File: src/rtl/mips_pkg.sv
// Shared MIPS pipeline constants: widths, ALU opcodes and the memory/writeback control bundle.
package mips_pkg;

  localparam int unsigned DATA_W  = 32;
  localparam int unsigned REG_AW  = 5;
  localparam int unsigned ALUOP_W = 4;
  localparam int unsigned CNT_W   = 32;

  localparam logic [ALUOP_W-1:0] ALU_ADD  = 4'd0;
  localparam logic [ALUOP_W-1:0] ALU_SUB  = 4'd1;
  localparam logic [ALUOP_W-1:0] ALU_AND  = 4'd2;
  localparam logic [ALUOP_W-1:0] ALU_OR   = 4'd3;
  localparam logic [ALUOP_W-1:0] ALU_XOR  = 4'd4;
  localparam logic [ALUOP_W-1:0] ALU_NOR  = 4'd5;
  localparam logic [ALUOP_W-1:0] ALU_SLT  = 4'd6;
  localparam logic [ALUOP_W-1:0] ALU_SLTU = 4'd7;
  localparam logic [ALUOP_W-1:0] ALU_SLL  = 4'd8;
  localparam logic [ALUOP_W-1:0] ALU_SRL  = 4'd9;
  localparam logic [ALUOP_W-1:0] ALU_SRA  = 4'd10;
  localparam logic [ALUOP_W-1:0] ALU_LUI  = 4'd11;

  // Bits that can cause an architectural side effect; all zero in a NOP.
  typedef struct packed {
    logic reg_write;
    logic mem_read;
    logic mem_write;
    logic mem_to_reg;
  } ctrl_t;

  localparam ctrl_t CTRL_NOP = '0;

endpackage

File: src/rtl/pipe_event_counter.sv
// Saturating event counter with enable; holds at all-ones instead of wrapping.
module pipe_event_counter #(
  parameter int unsigned W = 32
) (
  input  logic         clk,
  input  logic         rst_n,
  input  logic         en,
  output logic [W-1:0] count
);

  always_ff @(posedge clk or negedge rst_n) begin
    if (!rst_n) begin
      count <= '0;
    end else if (en && (count != {W{1'b1}})) begin
      count <= count + W'(1);
    end
  end

endmodule

File: src/rtl/id_ex_pipe_reg.sv
// ID/EX pipeline register with flush/stall/bubble handling.
// Optional saturating bubble counter built when ID_EX_BUBBLE_CNT_EN is defined.
module id_ex_pipe_reg #(
  parameter int unsigned DATA_W  = mips_pkg::DATA_W,
  parameter int unsigned REG_AW  = mips_pkg::REG_AW,
  parameter int unsigned ALUOP_W = mips_pkg::ALUOP_W
) (
  input  logic               clk,
  input  logic               rst_n,
  input  logic               bubble,
  input  logic               flush,
  input  logic               ex_stall,
  input  logic               id_valid,
  input  logic [REG_AW-1:0]  id_rs,
  input  logic [REG_AW-1:0]  id_rt,
  input  logic [REG_AW-1:0]  id_rd,
  input  logic [DATA_W-1:0]  id_rs_data,
  input  logic [DATA_W-1:0]  id_rt_data,
  input  logic [DATA_W-1:0]  id_imm,
  input  logic [ALUOP_W-1:0] id_alu_op,
  input  logic               id_alu_src,
  input  logic               id_reg_dst,
  input  logic               id_reg_write,
  input  logic               id_mem_read,
  input  logic               id_mem_write,
  input  logic               id_mem_to_reg,
  output logic               ex_valid,
  output logic [REG_AW-1:0]  ex_rs,
  output logic [REG_AW-1:0]  ex_rt,
  output logic [REG_AW-1:0]  ex_dst,
  output logic [DATA_W-1:0]  ex_rs_data,
  output logic [DATA_W-1:0]  ex_rt_data,
  output logic [DATA_W-1:0]  ex_imm,
  output logic [ALUOP_W-1:0] ex_alu_op,
  output logic               ex_alu_src,
  output logic               ex_reg_write,
  output logic               ex_mem_read,
  output logic               ex_mem_write,
  output logic               ex_mem_to_reg,
  output logic [31:0]        bubble_count
);

  import mips_pkg::*;

  ctrl_t             id_ctrl;
  ctrl_t             ex_ctrl;
  logic [REG_AW-1:0] id_dst;
  logic              load_nop;

  // An invalid slot may carry garbage decode; strip its side-effect bits.
  assign id_ctrl = id_valid ? '{reg_write:  id_reg_write,
                                mem_read:   id_mem_read,
                                mem_write:  id_mem_write,
                                mem_to_reg: id_mem_to_reg} : CTRL_NOP;

  assign id_dst   = id_reg_dst ? id_rd : id_rt;
  assign load_nop = flush || (bubble && !ex_stall);

  always_ff @(posedge clk or negedge rst_n) begin
    if (!rst_n) begin
      ex_valid   <= 1'b0;
      ex_rs      <= '0;
      ex_rt      <= '0;
      ex_dst     <= '0;
      ex_rs_data <= '0;
      ex_rt_data <= '0;
      ex_imm     <= '0;
      ex_alu_op  <= '0;
      ex_alu_src <= 1'b0;
      ex_ctrl    <= CTRL_NOP;
    end else if (load_nop) begin
      ex_valid   <= 1'b0;
      ex_rs      <= '0;
      ex_rt      <= '0;
      ex_dst     <= '0;
      ex_rs_data <= '0;
      ex_rt_data <= '0;
      ex_imm     <= '0;
      ex_alu_op  <= '0;
      ex_alu_src <= 1'b0;
      ex_ctrl    <= CTRL_NOP;
    end else if (!ex_stall) begin
      ex_valid   <= id_valid;
      ex_rs      <= id_rs;
      ex_rt      <= id_rt;
      ex_dst     <= id_dst;
      ex_rs_data <= id_rs_data;
      ex_rt_data <= id_rt_data;
      ex_imm     <= id_imm;
      ex_alu_op  <= id_alu_op;
      ex_alu_src <= id_alu_src;
      ex_ctrl    <= id_ctrl;
    end
  end

  assign ex_reg_write  = ex_ctrl.reg_write;
  assign ex_mem_read   = ex_ctrl.mem_read;
  assign ex_mem_write  = ex_ctrl.mem_write;
  assign ex_mem_to_reg = ex_ctrl.mem_to_reg;

`ifdef ID_EX_BUBBLE_CNT_EN
  // Only bubbles that actually displace an instruction are counted.
  logic bubble_hit;
  assign bubble_hit = bubble && !flush && !ex_stall;

  pipe_event_counter #(
    .W (CNT_W)
  ) u_bubble_cnt (
    .clk   (clk),
    .rst_n (rst_n),
    .en    (bubble_hit),
    .count (bubble_count)
  );
`else
  assign bubble_count = 32'd0;
`endif

endmodule

File: config.mk
export PLATFORM = sky130hd
export DESIGN_NAME = id_ex_pipe_reg
export DESIGN_NICKNAME = d
export VERILOG_FILES = /design/src/rtl/mips_pkg.sv /design/src/rtl/pipe_event_counter.sv /design/src/rtl/id_ex_pipe_reg.sv
export SDC_FILE = /design/constraint.sdc
export NUM_CORES = 1
export LEC_CHECK = 0
export CELL_PAD_IN_SITES_DETAIL_PLACEMENT = 0
export CELL_PAD_IN_SITES_GLOBAL_PLACEMENT = 1
export CORE_UTILIZATION = 29
export CTS_CLUSTER_DIAMETER = 50
export DETAILED_ROUTE_END_ITERATION = 10
export PLACE_DENSITY_LB_ADDON = 0.1
export SLEW_MARGIN = 20
export SYNTH_ARGS = -nofsm -noshare
export SYNTH_HDL_FRONTEND = slang
export SYNTH_SLANG_ARGS = --single-unit
File: constraint.sdc
create_clock -name clk -period 0.8 [get_ports clk]
set_input_delay 0.08 -clock clk [delete_from_list [all_inputs] [get_ports clk]]
set_output_delay 0.08 -clock clk [all_outputs]
set_load 0.05 [all_outputs]
* Word level (Yosys, flattened, before mapping)
Cells that the tools add are included.
** Operators by class
- Equality and inequality tests :: 1
- Multiplexer cells :: 22
- Reductions and logical operators :: 3
** Operators with widths (number)
- two-way mux 32 bit :: 6
- two-way mux 5 bit :: 7
- two-way mux 4 bit :: 5
- two-way mux 1 bit :: 4
- inequality test 2 x 1 -> 1 bit (second input constant) :: 1
- logical AND 1 bit :: 1
- zero test 1 bit :: 1
- logical OR 1 bit :: 1
** Word-level totals
- Flip-flop bits (word level) :: 121
- Input port bits :: 127
- Output and inout port bits :: 153
- Logic and storage cells :: 39

* Depth between registers and ports, before layout
- Depth after elaboration :: 4
- Gate-level depth with buffers :: 5
- Gate-level depth less buffers :: 2

* Worst setup path after synthesis
Ideal clock, no wire load.
- Path type :: flip-flop to flip-flop
- From :: register, netlist name ex_dst[0]
- To :: register ex_dst[0]
- Library setup time :: 0.111 ns
- Arrival :: 1.025 ns
- Required time :: 0.689 ns
- Slack :: -0.336 ns
- Cell stages (with the launch flop) :: 3
- Path buffers :: 0
- Period minus slack after synthesis :: 1.136 ns
- Cell sequence :: dfrtp_1 nor2b_1 a2111oi_2
** RTL lines
- end signal: assignment :: RTL line id_ex_pipe_reg.sv:86 : ex_dst <= id_dst;
- end: declaration :: RTL line id_ex_pipe_reg.sv:30 : output logic [REG_AW-1:0] ex_dst,

* Worst setup path in the final report
- From :: register ex_imm[18]
- To :: output ex_imm[18]
** RTL lines
- start: declaration :: RTL line id_ex_pipe_reg.sv:33 : output logic [DATA_W-1:0] ex_imm,
- start signal: assignment :: RTL line id_ex_pipe_reg.sv:89 : ex_imm <= id_imm;
No word-level cell between the ends.

==> metrics <==
status complete, but fails checks; failing checks setup timing; Skew-Pair Late Insertion Delay 410 ps; Synth Warn # 0; Num CTS Buffers 17; top cells by area in the synthesized netlist dfrtp_1, mux2i_1, nor3_2; min Tclk post-route 1150 ps; post-synth top area share 0.501; top cell type by total area after synthesis dfrtp_1; clk slew on worst S/H paths 50 ps; CTS Sinks 121; largest registers ex_imm: 32 flops, ex_rs_data: 32 flops, ex_rt_data: 32 flops; 1st-iter DRT viols 112; M1 GR Usage 0.200; Mapped Area 6040 µm²; Worst Path Class, Setup flop to primary output; fmax 0.869 GHz; FP Rows 52; PD cells 1640 nW/µm²; maxcap violations 0; ANT cells 0; Die Wd 146 µm; Async SR Flop Fraction 1.00; post-DR vias/cell 4.46; final setup margin -351 ps; Mapped Cells 448; final setup violation count 134; Placed Area 10800 µm²; grt ovf 0; Nets 883; HPWL Detailed 13300 µm; Post-synth top cells dfrtp_1, mux2i_1, nor3_2; Seq/Total Area, Yosys 0.501; Max Root-Sink Buffers 2; fin. max-slew vios 0; Avg Cell Area, Syn 13.5 µm²; EDFF count, synth 0; Clock Skew 0 ps; Die Ht 146 µm; share of cells above drive strength 1 0.671; startpoint types flop; Worst Path Required 720 ps; Final ANT Viol Nets 0; Placer Congestion 0.719; global-route wire length before repair 28500 µm; Vias 4629; Critical Path End Type primary output; Hold Vio Cnt, Final 0; met3 usage 0.0728; routed wire length 18500 µm; gr busiest metal met2; Initial Util 0.297; core box area 20300 µm²; maximum fanout along the worst path 2; synthesized flop and latch total 121; largest net degree at the start of global routing 53; area delta synth->final 99.4%; Synth Flop Type dfrtp_1; P_leak 4.90 nW; number of iterations in the first detailed-routing pass 4; die area 21400 µm²; unrepaired setup endpoints after global routing yes; fin area 12000 µm²; number of global-route vias before repair 5105; most numerous cell in the Yosys netlist dfrtp_1; # DRC 0; DR WL/cell 17.8 µm; Final period util 1.44; Max VDD drop 1.44 mV; CTS tree yes; met2 Use GR 0.295; number of port buffers 247; Hold WC Path Type input port to flop; IO Count 280; Synth cell types 20; CTS H-tree depth 4; overall routing resource usage 0.173; crit path DAT 1070 ps; root buffer cell clkbuf_16; PnR Total Power 19.7 mW; initial antenna violation count 1
==> per-layer routing <==
layer  wire length, µm  part of all wire
met1              7300              0.40
met2              9540              0.52
met3              1500             0.081
met5                13           0.00070
met4               123            0.0067
==> cells in the final DEF, fill, tap and decap left out, types with 2 or more instances in the layout <==
master	netlist	routed
nand3b_1	4	4
clkinv_2	0	2
clkbuf_8	0	2
conb_1	1	32
buf_8	1	2
mux2i_1	117	72
nor2b_4	1	2
nand2_1	4	4
nor3_2	86	74
buf_6	1	19
buf_12	9	143
a211oi_2	4	4
nor3_4	0	25
mux2i_2	0	23
dfrtp_2	0	121
buf_4	45	36
clkdlybuf4s50_1	0	121
buf_16	0	5
nor2b_2	0	3
clkinv_4	0	3
nor3_1	26	13
clkinvlp_4	0	4
clkbuf_16	0	19
clkbuf_1	4	3
a2111oi_4	0	4
mux2i_4	0	22
==> power by group <==
group          total, mW  leakage, nW  internal, mW  switching (mW)
Sequential          6.83         1.45          6.47           0.361
Clock               7.22        0.262          4.43            2.79
Combinational       5.65         3.19          2.81            2.84
Total               19.7         4.90          13.7            5.99
==> stage by stage <==
| step | TNS, ps | worst slack [ps] | instances | utilization | hold slack [ps] |
|---|---|---|---|---|---|
| 2_1_floorplan | -6840 | -159 | 479 | - | -216 |
| 4_1_cts | -36030 | -373 | 1029 | 0.561 | 4.71 |
| 5_1_grt | -39600 | -395 | 1039 | 0.593 | 28.7 |
| 3_3_place_gp | -56750 | -561 | 1030 | 0.530 | -50.6 |
| 6_report | -34150 | -351 | 1039 | 0.593 | 29.8 |
| 3_5_place_dp | -56150 | -592 | 1030 | 0.530 | -51.3 |
==> path summary, 6_finish.rpt <==
check / from / end / slack [ps] / cells after the start
worst max register to register: ex_imm[10] / ex_imm[10] / -160 / 4
worst max-delay path: ex_imm[18] / ex_imm[18] / -350 / 2
worst min-delay path: flush / ex_dst[0] / 30 / 2
max in group asynchronous: rst_n / ex_rt_data[21] / 180 / 3
min in group asynchronous: rst_n / ex_imm[16] / 70 / 2
worst min register to register: ex_reg_write / ex_reg_write / 590 / 2
==> worst max-delay path: stages (launching register included) <==
cell and delay [ps]:
dfrtp_2 410, buf_6 120, buf_12 130
==> what timing repair did <==
| action | in CTS | in global routing |
|---|---|---|
| hold buffers | 1 | 0 |
| setup buffers | 10 | 9 |
| setup endpoints to repair | 213 | 190 |
| gates cloned | 4 | 2 |
| hold endpoints to repair | 121 | 0 |
| gates resized for setup | 44 | 100 |
| pin swaps | 8 | 20 |
==> kinds of logic after synthesis <==
kind of cell,share of synthesized area
AO/OA/AOI/OAI,0.0207
multiplexers,0.194
other,0.000621
buffers and inverters,0.104
AND/OR/NAND/NOR,0.179
flip-flops,0.501
==> layout make-up <==
cell class	instances	area [µm²]
Clock buffer	22	464
Clock inverter	10	96.3
Fill cell	1620	8260
Inverter	1	6.26
Multi-Input combinational cell	284	3150
Sequential cell	121	3180
Tap cell	270	338
Timing Repair Buffer	331	4810
(Power assumes the default switching activity.)
